$ cat src/rtl/cmd_frame_pkg.sv
// Shared definitions for the UART command frame (transmit serialiser and receive parser).
// Optional CMD_FRAME_CKSUM_EN appends a mod-256 checksum byte after the gap field.
package cmd_frame_pkg;

    localparam logic [7:0] FRAME_HDR_DEFAULT = 8'h07;
    localparam int         FRAME_LEN         = 9;

    localparam logic [3:0] IDX_HDR    = 4'd0;
    localparam logic [3:0] IDX_SEL1   = 4'd1;
    localparam logic [3:0] IDX_SEL2   = 4'd2;
    localparam logic [3:0] IDX_W1_HI  = 4'd3;
    localparam logic [3:0] IDX_W1_LO  = 4'd4;
    localparam logic [3:0] IDX_W2_HI  = 4'd5;
    localparam logic [3:0] IDX_W2_LO  = 4'd6;
    localparam logic [3:0] IDX_GAP_HI = 4'd7;
    localparam logic [3:0] IDX_GAP_LO = 4'd8;
    localparam logic [3:0] IDX_CKSUM  = 4'd9;

`ifdef CMD_FRAME_CKSUM_EN
    localparam logic [3:0] IDX_LAST = IDX_CKSUM;
`else
    localparam logic [3:0] IDX_LAST = IDX_GAP_LO;
`endif

    typedef enum logic [1:0] {
        ST_IDLE = 2'd0,
        ST_SEND = 2'd1,
        ST_WAIT = 2'd2,
        ST_DONE = 2'd3
    } tx_state_e;

    typedef struct packed {
        logic [1:0]  sel;
        logic [15:0] width1;
        logic [15:0] width2;
        logic [15:0] gap;
    } frame_cfg_t;

endpackage

$ cat src/rtl/cmd_frame_tx_pacer.sv
// Byte pacing down-counter: load arms it, expire is high once BYTE_CYCLES-1 cycles have elapsed.
// Latency: expire rises on the (BYTE_CYCLES-1)th cycle after load; no backpressure (free-running).
module tx_pacer #(
    parameter int BYTE_CYCLES = 110
) (
    input  logic sys_clk,
    input  logic sys_rst_n,
    input  logic load,
    output logic expire
);

    localparam int CW = $clog2(BYTE_CYCLES);
    // The load cycle itself is the first of the byte period, hence -2 for a terminal count at zero.
    localparam logic [CW-1:0] LOAD_VAL = CW'(BYTE_CYCLES - 2);

    logic [CW-1:0] cnt_q, cnt_d;

    always_comb begin
        cnt_d = cnt_q;
        if (load) begin
            cnt_d = LOAD_VAL;
        end else if (cnt_q != '0) begin
            cnt_d = cnt_q - 1'b1;
        end
    end

    always_ff @(posedge sys_clk or negedge sys_rst_n) begin
        if (!sys_rst_n) begin
            cnt_q <= '0;
        end else begin
            cnt_q <= cnt_d;
        end
    end

    assign expire = (cnt_q == '0);

endmodule

$ cat src/rtl/cmd_frame_tx.sv
// Serialises the pulse configuration into the UART command frame, one pi_flag strobe per byte.
// Latency: header strobe 1 cycle after accepted send_req, then one byte every BYTE_CYCLES; done after the last.
// Backpressure: none from uart_tx; bytes are self-paced and send_req while busy is dropped. Option: CMD_FRAME_CKSUM_EN.
module cmd_frame_tx
    import cmd_frame_pkg::*;
#(
    parameter int         UART_BPS  = 9600,
    parameter int         CLK_FREQ  = 50_000_000,
    parameter logic [7:0] FRAME_HDR = FRAME_HDR_DEFAULT,
    parameter int         GAP_BITS  = 11
) (
    input  logic        sys_clk,
    input  logic        sys_rst_n,
    input  logic        send_req,
    input  logic [1:0]  pulse_select,
    input  logic [15:0] pulse_width1,
    input  logic [15:0] pulse_width2,
    input  logic [15:0] pulse_gap,
    output logic [7:0]  pi_data,
    output logic        pi_flag,
    output logic        busy,
    output logic        done
);

    localparam int BIT_CYCLES  = CLK_FREQ / UART_BPS;
    localparam int BYTE_CYCLES = BIT_CYCLES * GAP_BITS;

    tx_state_e  state_q, state_d;
    logic [3:0] idx_q, idx_d;
    frame_cfg_t cfg_q, cfg_d, cfg_in;
    logic [7:0] pi_data_q, pi_data_d;
    logic       pi_flag_q, pi_flag_d;
    logic       busy_q, busy_d;
    logic       done_q, done_d;
    logic [7:0] cur_byte;
    logic       pacer_load;
    logic       pacer_expire;
`ifdef CMD_FRAME_CKSUM_EN
    logic [7:0] sum_q, sum_d;
`endif

    assign cfg_in = '{sel: pulse_select, width1: pulse_width1, width2: pulse_width2, gap: pulse_gap};

    tx_pacer #(
        .BYTE_CYCLES (BYTE_CYCLES)
    ) u_pacer (
        .sys_clk   (sys_clk),
        .sys_rst_n (sys_rst_n),
        .load      (pacer_load),
        .expire    (pacer_expire)
    );

    always_comb begin
        cur_byte = 8'h00;
        case (idx_q)
            IDX_HDR:    cur_byte = FRAME_HDR;
            IDX_SEL1:   cur_byte = {7'b0, cfg_q.sel[0]};
            IDX_SEL2:   cur_byte = {7'b0, cfg_q.sel[1]};
            IDX_W1_HI:  cur_byte = cfg_q.width1[15:8];
            IDX_W1_LO:  cur_byte = cfg_q.width1[7:0];
            IDX_W2_HI:  cur_byte = cfg_q.width2[15:8];
            IDX_W2_LO:  cur_byte = cfg_q.width2[7:0];
            IDX_GAP_HI: cur_byte = cfg_q.gap[15:8];
            IDX_GAP_LO: cur_byte = cfg_q.gap[7:0];
`ifdef CMD_FRAME_CKSUM_EN
            IDX_CKSUM:  cur_byte = sum_q;
`endif
            default:    cur_byte = 8'h00;
        endcase
    end

    always_comb begin
        state_d    = state_q;
        idx_d      = idx_q;
        cfg_d      = cfg_q;
        pi_data_d  = pi_data_q;
        pi_flag_d  = 1'b0;
        busy_d     = busy_q;
        done_d     = 1'b0;
        pacer_load = 1'b0;
`ifdef CMD_FRAME_CKSUM_EN
        sum_d      = sum_q;
`endif
        case (state_q)
            ST_IDLE: begin
                if (send_req && !busy_q) begin
                    cfg_d   = cfg_in;
                    idx_d   = IDX_HDR;
                    busy_d  = 1'b1;
                    state_d = ST_SEND;
`ifdef CMD_FRAME_CKSUM_EN
                    sum_d   = 8'h00;
`endif
                end
            end
            ST_SEND: begin
                pi_flag_d  = 1'b1;
                pi_data_d  = cur_byte;
                busy_d     = 1'b1;
                pacer_load = 1'b1;
                state_d    = ST_WAIT;
`ifdef CMD_FRAME_CKSUM_EN
                sum_d      = sum_q + cur_byte;
`endif
            end
            ST_WAIT: begin
                if (pacer_expire) begin
                    if (idx_q == IDX_LAST) begin
                        state_d = ST_DONE;
                    end else begin
                        idx_d   = idx_q + 4'd1;
                        state_d = ST_SEND;
                    end
                end
            end
            ST_DONE: begin
                done_d  = 1'b1;
                busy_d  = 1'b0;
                state_d = ST_IDLE;
                // Accepting here lets the next header follow done with no idle gap.
                if (send_req) begin
                    cfg_d   = cfg_in;
                    idx_d   = IDX_HDR;
                    state_d = ST_SEND;
`ifdef CMD_FRAME_CKSUM_EN
                    sum_d   = 8'h00;
`endif
                end
            end
            default: state_d = ST_IDLE;
        endcase
    end

    always_ff @(posedge sys_clk or negedge sys_rst_n) begin
        if (!sys_rst_n) begin
            state_q   <= ST_IDLE;
            idx_q     <= 4'd0;
            cfg_q     <= '0;
            pi_data_q <= 8'h00;
            pi_flag_q <= 1'b0;
            busy_q    <= 1'b0;
            done_q    <= 1'b0;
`ifdef CMD_FRAME_CKSUM_EN
            sum_q     <= 8'h00;
`endif
        end else begin
            state_q   <= state_d;
            idx_q     <= idx_d;
            cfg_q     <= cfg_d;
            pi_data_q <= pi_data_d;
            pi_flag_q <= pi_flag_d;
            busy_q    <= busy_d;
            done_q    <= done_d;
`ifdef CMD_FRAME_CKSUM_EN
            sum_q     <= sum_d;
`endif
        end
    end

    assign pi_data = pi_data_q;
    assign pi_flag = pi_flag_q;
    assign busy    = busy_q;
    assign done    = done_q;

endmodule

$ cat config.mk
export PLATFORM = sky130hd
export DESIGN_NAME = cmd_frame_tx
export DESIGN_NICKNAME = d
export VERILOG_FILES = /design/src/rtl/cmd_frame_pkg.sv /design/src/rtl/cmd_frame_tx_pacer.sv /design/src/rtl/cmd_frame_tx.sv
export SDC_FILE = /design/constraint.sdc
export NUM_CORES = 1
export LEC_CHECK = 0
export CAP_MARGIN = 0
export CORE_MARGIN = 2
export CORE_UTILIZATION = 50
export CTS_CLUSTER_DIAMETER = 150
export CTS_CLUSTER_SIZE = 40
export DETAILED_ROUTE_END_ITERATION = 8
export GPL_ROUTABILITY_DRIVEN = 0
export PLACE_DENSITY = 0.8
export SLEW_MARGIN = 10
export SYNTH_ARGS = -nofsm -noshare
export SYNTH_HDL_FRONTEND = slang
export SYNTH_SLANG_ARGS = --single-unit
$ cat constraint.sdc
create_clock -name sys_clk -period 4.45 [get_ports sys_clk]
set_input_delay 0.445 -clock sys_clk [delete_from_list [all_inputs] [get_ports sys_clk]]
set_output_delay 0.445 -clock sys_clk [all_outputs]
set_load 0.03 [all_outputs]
==> metrics.cfg, run 1 <==
[layout]
n_fill_cell = 573
fin_nets = 439
drive_gt1_share_pct = 18.9
final_util_pct = 64.4
final_cells = 485
n_antenna_cell = 0
area_growth_pct = 23.0

[critical_path]
reg2reg_depth = 5
cp_slowest_cell = or4_4
path_class = reg -> reg
r2r_end = idx_q[0]
reg2reg_from = u_pacer.cnt_q[12]
arrival_ns = 2.46
slowest_delay_ns = 0.56
rrSetupSlack_ns = 2.22
crit_path_max_fanout = 9
worstPathRequired_ns = 4.68
endpoint_kind = flop
path_cells = or4_4 > or3_1 > or2_1 > a31oi_1 > o31ai_1
startpoint_type = flop
crit_start = u_pacer.cnt_q[12]
endpoint = idx_q[0]

[logic_synthesis]
synth_area_sq_um = 3830
synthCells = 324
ys_types = 46
synth_common_cells = dfrtp_1 (83), mux2_2 (50), a21oi_1 (20), nand2_1 (19), clkbuf_1 (14)
yosys.area.top_type = dfrtp_1
synth_ff_type = dfrtp_1
synthTopCellsByArea = dfrtp_1 (54%), mux2_2 (15%), a21oi_1 (2.6%), nand2_1 (1.9%), o21ai_0 (1.7%)
synth.top_cell.area_share_pct = 54.2
synth-edff-count = 0
async_flop_share_pct = 100
synth-seq-cells = 83
syn_avg_cell_area_sq_um = 11.8
ys_warn_count = 0
synth.most_common_cell = dfrtp_1
syn_nets = 382
yosysSeqAreaShare_pct = 54.2

[clock_tree]
cts.sinks = 83
cts_tree = built
cts_hold_buf = 0
cts_made_buffers = 9
cts.path.max_buffers = 2
worst_setup_hold_path_clk_slew_ns = 0.08
worstSkewPairLatency_ns = 0.36
postCtsSetupRepairBufs = 0
cts-root-buf = clkbuf_8
cts_resized = 0
htree_levels = 3

[floorplanning]
initial_core_util_pct = 52.3
die_x_um = 91.6
io_pins = 64
num_rows = 31
die_y_um = 91.6
coreArea_sq_um = 7330
die_area_sq_um = 8390

[sta]
slew_viol_final = 0
whs_ns = 0.248
rsz0062_at_grt = false
slew_headroom_pct = 33.5
skew_ns = 0.0122
setup_viol = 0
min_period_ns = 2.23
fmax_mhz = 448
final-hold-violation-count = 0
fin_crit_sh_pct = 50.1
tightestPinTransition_ns = 0.998
setup_tns_ns = 0

[grt]
grt_pass1_wl_um = 12900
grt_use_total_pct = 19.6
grt.overflow.total = 0
grt_max_degree = 84
grt_antenna_before_repair = 0
grt_pass1_vias = 2713

[routing]
wl_um = 7660
viasPerCell = 5.50
drt_iter0_drc = 195
wl_per_cell_um = 15.8
ant_nets = 0
drc = 0
vias = 2669
dr.pass1.iters = 5

[pwr]
power_density_nw_per_um2 = 282
irDropWorstVdd_mv = 0.173
power_leakage_uw = 0.00209

[run]
maxCapViolCount = 0

[placement]
port_buffers = 63
dp_hpwl_um = 5330
placed_cells = 469

[run_status]
status = finished clean

[worst_hold_path]
hold_class = in -> async

-- metal layers --
layer	global-route usage, %	vias to the layer above	share of wire [%]
li1	-	1280	-
met1	27.3	1305	44
met2	30.0	77	49
met3	3.73	7	6.0
met4	8.33	0	1.2
met5	0	-	0
-- area by class of cell --
type                    count  area [sq um]  share of cell area (%)
clock buffers              15           186                    3.95
clock inverters             1          5.00                   0.106
inverters                   9          33.8                   0.716
multi-input cells         214          1660                    35.1
flip-flops and latches     83          2080                    44.0
well taps                  99           124                    2.63
repair buffers             64           636                    13.5
-- placed cells by master (no fill, tap or decap), drive strengths merged, types with 4 or more instances in the layout --
cell type | netlist | layout
dfrtp | 83 | 83
ha | 5 | 5
nor4 | 7 | 7
o21a | 5 | 5
mux2 | 50 | 50
xor2 | 6 | 6
nor2b | 8 | 8
o31ai | 4 | 4
nor3 | 7 | 7
nand2 | 19 | 19
clkdlybuf4s50 | 0 | 62
a22o | 6 | 6
o211ai | 5 | 5
a222oi | 5 | 5
a21oi | 20 | 20
xnor2 | 6 | 6
clkbuf | 14 | 15
inv | 9 | 9
nand3 | 6 | 6
o21ai | 13 | 13
nor2 | 12 | 12
-- worst max-delay path, delay by kind of cell (launching register included) --
kind / cells / cell delay (ns)
AO/OA/AOI/OAI: 2 / 0.27
AND/OR/NAND/NOR: 3 / 1.43
flip-flops: 1 / 0.41
-- metrics by stage --
stage                     power, uW  area (sq um)  worst slack (ns)
after floorplan                 769          3830              2.43
after global placement          831          4530              2.27
after detailed placement        831          4530              2.23
after CTS                      1340          4720              2.22
after global routing           1380          4720              2.01
final                          1330          4720              2.22
-- worst min-delay path by stage --
stage,startpoint,cells past startpoint,slack (ns),end
6_report,sys_rst_n,1,0.25,u_pacer.cnt_q[4]
5_1_grt,sys_rst_n,1,0.36,u_pacer.cnt_q[5]
4_1_cts,sys_rst_n,1,0.30,u_pacer.cnt_q[5]
3_5_place_dp,pi_data[2],2,0.47,pi_data[2]
3_3_place_gp,pi_data[2],2,0.46,pi_data[2]
2_1_floorplan,sys_rst_n,0,0.15,busy
-- where the power goes --
group | switching (uW) | internal, uW | leakage, uW
clock | 251 | 264 | 0.0000997
combinational | 20.7 | 39.8 | 0.000899
sequential | 0 | 754 | 0.00109
total | 272 | 1060 | 0.00209
-- state kept, by name, indices dropped and copies added (netlist names) --
name           count
busy               1
cfg_q             50
done               1
idx_q              4
pi_data            8
pi_flag            1
state_q            2
u_pacer.cnt_q     16
-- cell families after synthesis --
| logic type | count (synthesis) | synth area share, % |
|---|---|---|
| AO/OA/AOI/OAI | 71 | 12.4 |
| XOR/XNOR | 12 | 2.74 |
| adder cells (fa/ha/maj) | 5 | 1.63 |
| buffers and inverters | 27 | 2.94 |
| flip-flops | 83 | 54.2 |
| multiplexers | 50 | 14.7 |
| AND/OR/NAND/NOR | 76 | 11.5 |
Power figures use the tool's default switching activity.
==> inputs of run 2 (changes only) <==
--- a/config.mk
+++ b/config.mk
@@ -7,7 +7,7 @@
 export LEC_CHECK = 0
 export CAP_MARGIN = 0
 export CORE_MARGIN = 2
-export CORE_UTILIZATION = 50
+export CORE_UTILIZATION = 48
 export CTS_CLUSTER_DIAMETER = 150
 export CTS_CLUSTER_SIZE = 40
 export DETAILED_ROUTE_END_ITERATION = 8
==> constraint.sdc (replaced) <==
create_clock -name sys_clk -period 1.85 [get_ports sys_clk]
set_input_delay 0.185 -clock sys_clk [delete_from_list [all_inputs] [get_ports sys_clk]]
set_output_delay 0.185 -clock sys_clk [all_outputs]
set_load 0.03 [all_outputs]
==> run 2 against run 1 <==
Effect of this change:
- the run now ends with setup timing left
- sequential share of layout area is 4.5 points lower
- combinational power grew to 2.6 times the previous value
- clock-buffer cell count is 5 lower
- critical path depth is 1 higher
- die area is 4.0% higher
- global-route usage is 2.2 points higher
- core utilization is 3.7 points higher
- clock skew is 0.00069 ns lower
- total power grew to 2.5 times the previous value
- maximum frequency is 10% higher
- sequential cell count stayed put
- via count is 11% higher
- critical endpoint unchanged
- highest routed layer unchanged
==> metrics.cfg, run 2 (same netlist as run 1, synthesis figures left out) <==
[pwr]
power.share.combinational_pct = 4.7
pwr-share-clk_pct = 40.9
pwr-share-seq_pct = 54.4
power_density_nw_per_um2 = 633
p_switching_uw = 744
p_int_uw = 2590
swShare_pct = 22.3
power_leakage_uw = 0.00235
irDropWorstVdd_mv = 0.460

[critical_path]
worstPathRequired_ns = 2.13
cp_slowest_cell = or4_4
path_class = reg -> reg
crit_start = u_pacer.cnt_q[12]
crit_path_max_fanout = 6
reg2reg_from = u_pacer.cnt_q[12]
path_cells = or4_4 > or3_4 > buf_6 > nor2_4 > nand2_1 > o31ai_1
arrival_ns = 2.30
startpoint_type = flop
endpoint_kind = flop
slowest_delay_ns = 0.53

[run]
maxCapViolCount = 0

[floorplanning]
io_pins = 64
num_rows = 32
coreArea_sq_um = 7730
die_y_um = 93.4
initial_core_util_pct = 49.6
die_x_um = 93.4
die_area_sq_um = 8720

[sta]
final-hold-violation-count = 0
skew_ns = 0.0115
setup_tns_ns = -2.39
setup_ws_ns = -0.173
min_period_ns = 2.02
setup_viol = 20
slew_viol_final = 0
tightestPinTransition_ns = 0.527
rsz0062_at_grt = true
fin_crit_sh_pct = 109
fmax_mhz = 494
slew_headroom_pct = 64.9

[clock_tree]
worst_setup_hold_path_clk_slew_ns = 0.09
cts-root-buf = clkbuf_8
cts_tree = built
cts.sinks = 83
worstSkewPairLatency_ns = 0.37
cts_made_buffers = 9
htree_levels = 3
cts.path.max_buffers = 2

[routing]
drc = 0
ant_nets = 0
wl_per_cell_um = 17.3
vias = 2971
drt_iter0_drc = 182
wl_um = 9180
viasPerCell = 5.61
dr.pass1.iters = 5

[grt]
grt_pass1_wl_um = 14500
grt_max_degree = 42
grt_antenna_before_repair = 0
grt_use_total_pct = 21.8
grt.overflow.total = 0
grt_pass1_vias = 2964

[layout]
area_growth_pct = 37.2
fin_nets = 481
n_fill_cell = 532
largest_register_ffs = 50
largest-register = cfg_q
final_cell_mix = dfrtp_1 (82), clkdlybuf4s50_1 (62), mux2_2 (50)
final_common_cell = dfrtp_1
final_util_pct = 68.1
n_antenna_cell = 0
drive_gt1_share_pct = 32.7

[worst_hold_path]
hold_class = in -> async

[placement]
port_buffers = 63
dp_hpwl_um = 6210

[run_status]
violations = setup timing
status = finished, violations left

## run 2: cell count changes in the layout (fill, tap and decap cells not counted), moves of 3 or more
| cell | before | now |
|---|---|---|
| buf_6 | 0 | 5 |
| ha_1 | 5 | 1 |
| ha_4 | 0 | 3 |
| o21ai_0 | 12 | 9 |
| nor4_1 | 4 | 1 |
| buf_4 | 2 | 34 |
| clkbuf_8 | 13 | 10 |
| buf_12 | 0 | 3 |
| clkinvlp_4 | 0 | 3 |
## run 2: area by class of cell
type	count	area, sq um	share of cell area [%]
flip-flops and latches	83	2080	39.5
multi-input cells	214	1800	34.3
repair buffers	106	1010	19.1
clock buffers	10	138	2.62
well taps	102	128	2.43
clock inverters	6	72.6	1.38
inverters	9	33.8	0.642
## run 2: critical path: cells and delay by family, from the launching register on
family / cells / cell delay [ns]
AO/OA/AOI/OAI: 1 / 0.23
flip-flops: 1 / 0.40
buffers and inverters: 1 / 0.15
AND/OR/NAND/NOR: 4 / 1.16
## run 2: power groups by stage
stage	Clock, uW	Sequential (uW)	Combinational, uW
detailed placement	0	1850	160
CTS	1390	1810	161
global route	1470	1810	172
global placement	0	1850	157
floorplan	0	1850	1.75
finish	1360	1810	158
## run 2: final timing paths
path	slack, ns	end	cells past startpoint
max in group asynchronous	0.93	cfg_q[49]	3
max reg2reg	-0.17	idx_q[0]	6
min in group sys_clk	0.42	cfg_q[13]	2
max	-0.17	idx_q[0]	6
min reg2reg	0.48	pi_data[2]	2
min	0.34	u_pacer.cnt_q[5]	2
## run 2: metrics by stage
step | hold WS [ns] | total power [uW] | setup slack (ns) | cells | area [sq um]
global placement | 0.198 | 2010 | -0.150 | 505 | 4820
CTS | 0.353 | 3360 | -0.186 | 525 | 5120
floorplan | -0.111 | 1850 | -0.156 | 324 | 3840
finish | 0.337 | 3330 | -0.173 | 530 | 5260
detailed placement | 0.212 | 2010 | -0.223 | 505 | 4820
global route | 0.384 | 3450 | -0.238 | 530 | 5260
## run 2: metal layers
metal | wire (um) | up-vias | global-route usage (%)
met2 | 4650 | 78 | 35.4
met3 | 514 | 10 | 4.43
met5 | 0 | - | 0
met1 | 3890 | 1506 | 28.9
met4 | 118 | 0 | 8.09
li1 | - | 1377 | -
## run 2: timing repair
action	in CTS	in global routing
resized for setup	14	23
hold buffers	1	0
pin swaps	9	12
endpoints found under the setup margin	24	28
buffers inserted	2	5
gates cloned	1	0
endpoints found under the hold margin	39	0
==> inputs of run 3 (changes only) <==
--- a/config.mk
+++ b/config.mk
@@ -7,7 +7,8 @@
 export LEC_CHECK = 0
 export CAP_MARGIN = 0
 export CORE_MARGIN = 2
-export CORE_UTILIZATION = 48
+export CORE_UTILIZATION = 50
+export CTS_BUF_LIST = sky130_fd_sc_hd__clkbuf_4 sky130_fd_sc_hd__clkbuf_8
 export CTS_CLUSTER_DIAMETER = 150
 export CTS_CLUSTER_SIZE = 40
 export DETAILED_ROUTE_END_ITERATION = 8
==> constraint.sdc (replaced) <==
create_clock -name sys_clk -period 2.6 [get_ports sys_clk]
set_input_delay 0.26 -clock sys_clk [delete_from_list [all_inputs] [get_ports sys_clk]]
set_output_delay 0.26 -clock sys_clk [all_outputs]
set_load 0.03 [all_outputs]
==> run 3 against run 2 <==
Effect of this change:
- the flow now finishes without violations
- critical path depth is 1 lower
- routed wire length is 15% lower
- combinational power is 34% lower
- maximum frequency is 12% lower
- highest routed layer unchanged
==> metrics.cfg, run 3 (same netlist as run 1, synthesis figures left out) <==
[routing]
vias = 2737
wl_um = 7820
dr.pass1.iters = 4
drc = 0
wl_per_cell_um = 16.0
drt_iter0_drc = 157
viasPerCell = 5.59
ant_nets = 0

[layout]
n_antenna_cell = 0
final_cell_mix = dfrtp_1 (83), clkdlybuf4s50_1 (62), mux2_2 (50)
n_fill_cell = 554
final_util_pct = 64.9
drive_gt1_share_pct = 20.5
final_cells = 490
area_growth_pct = 24.0
largest-register = cfg_q
fin_nets = 444
largest_register_ffs = 50
final_common_cell = dfrtp_1

[pwr]
irDropWorstVdd_mv = 0.291
power_density_nw_per_um2 = 467
power_leakage_uw = 0.00211
power_uw = 2220

[placement]
placed_cells = 474
port_buffers = 63
post-place-ws_ns = 0.358
dp_hpwl_um = 5640

[clock_tree]
cts_resized = 0
worst_setup_hold_path_clk_slew_ns = 0.09
cts_tree = built
worstSkewPairLatency_ns = 0.35
cts.sinks = 83
cts_made_buffers = 9
cts-root-buf = clkbuf_8
postCtsSetupRepairBufs = 0
cts.path.max_buffers = 2
cts_hold_buf = 0
htree_levels = 3

[sta]
setup_viol = 0
fmax_mhz = 434
final-hold-violation-count = 0
slew_viol_final = 0
tightestPinTransition_ns = 1.01
skew_ns = 0.0100
setup_ws_ns = 0.295
min_period_ns = 2.31
setup_tns_ns = 0
fin_crit_sh_pct = 88.7
rsz0062_at_grt = false
slew_headroom_pct = 32.8

[critical_path]
crit_path_max_fanout = 9
worstPathRequired_ns = 2.84
rrSetupSlack_ns = 0.29
cp_top_family = simple AND/OR/NAND/NOR gates
arrival_ns = 2.54
path_cells = or4_4 > or3_1 > or2_1 > a31oi_1 > o31ai_1
endpoint_kind = flop
slowest_delay_ns = 0.57
crit_buf_inv = 0
startpoint_type = flop
cp_slowest_cell = or4_4
path_class = reg -> reg

[grt]
grt.overflow.total = 0
grt_pass1_vias = 2680
grt_pass1_wl_um = 12800
grt_use_total_pct = 19.5
grt_antenna_before_repair = 0
grt_max_degree = 84

[run_status]
status = finished clean

[run]
maxCapViolCount = 0

[floorplanning]
coreArea_sq_um = 7330
die_area_sq_um = 8390
num_rows = 31
die_y_um = 91.6
io_pins = 64
initial_core_util_pct = 52.3
die_x_um = 91.6

[worst_hold_path]
hold_class = in -> async

[run 3: cell count changes in the layout (fill, tap and decap cells not counted), moves of 3 or more]
cell     change
o21ai_0      +3
buf_6        -5
nor4_1       +3
buf_4       -28
ha_1         +4
ha_4         -3
[run 3: power by group]
part / total (uW) / leakage (uW) / switching [uW] / internal, uW
logic: 104 / 0.000930 / 36.2 / 68.1
clock network: 826 / 0.0000871 / 474 / 352
registers: 1290 / 0.00109 / 0 / 1290
total: 2220 / 0.00211 / 510 / 1710
[run 3: cell type report]
class	count	area (sq um)	area share, %
clock buffer	9	124	2.61
clock inverter	7	53.8	1.13
inverter	9	33.8	0.711
multi-input combinational	214	1660	34.8
sequential	83	2080	43.7
tap	99	124	2.61
timing repair buffer	69	686	14.4
[run 3: worst register-to-register path, cell delays in order, from the launching register on]
cell and delay (ns):
dfrtp_1 0.40, or4_4 0.57, or3_1 0.54, or2_1 0.37
a31oi_1 0.22, o31ai_1 0.10
[run 3: metal layers]
metal,part of all wire (%),GRT usage [%]
met1,45,26.3
met2,49,31.2
met3,5.0,3.65
met4,1.2,7.58
met5,0,0
[run 3: final timing paths]
| path | end | cells after the start | startpoint |
|---|---|---|---|
| worst max-delay path | idx_q[0] | 5 | u_pacer.cnt_q[13] |
| worst min-delay path | u_pacer.cnt_q[4] | 1 | sys_rst_n |
| worst max register to register | idx_q[0] | 5 | u_pacer.cnt_q[13] |
| worst min register to register | pi_data[2] | 2 | pi_data[2] |
| max in group asynchronous | cfg_q[20] | 1 | sys_rst_n |
| min in group sys_clk | pi_data[2] | 2 | pi_data[2] |
[run 3: through the flow]
stage               hold WS [ns]  instance area [sq um]
floorplan                -0.0356                   3830
global placement           0.463                   4580
CTS                        0.101                   4750
finish                    0.0697                   4750
detailed placement         0.484                   4580
global route               0.163                   4750
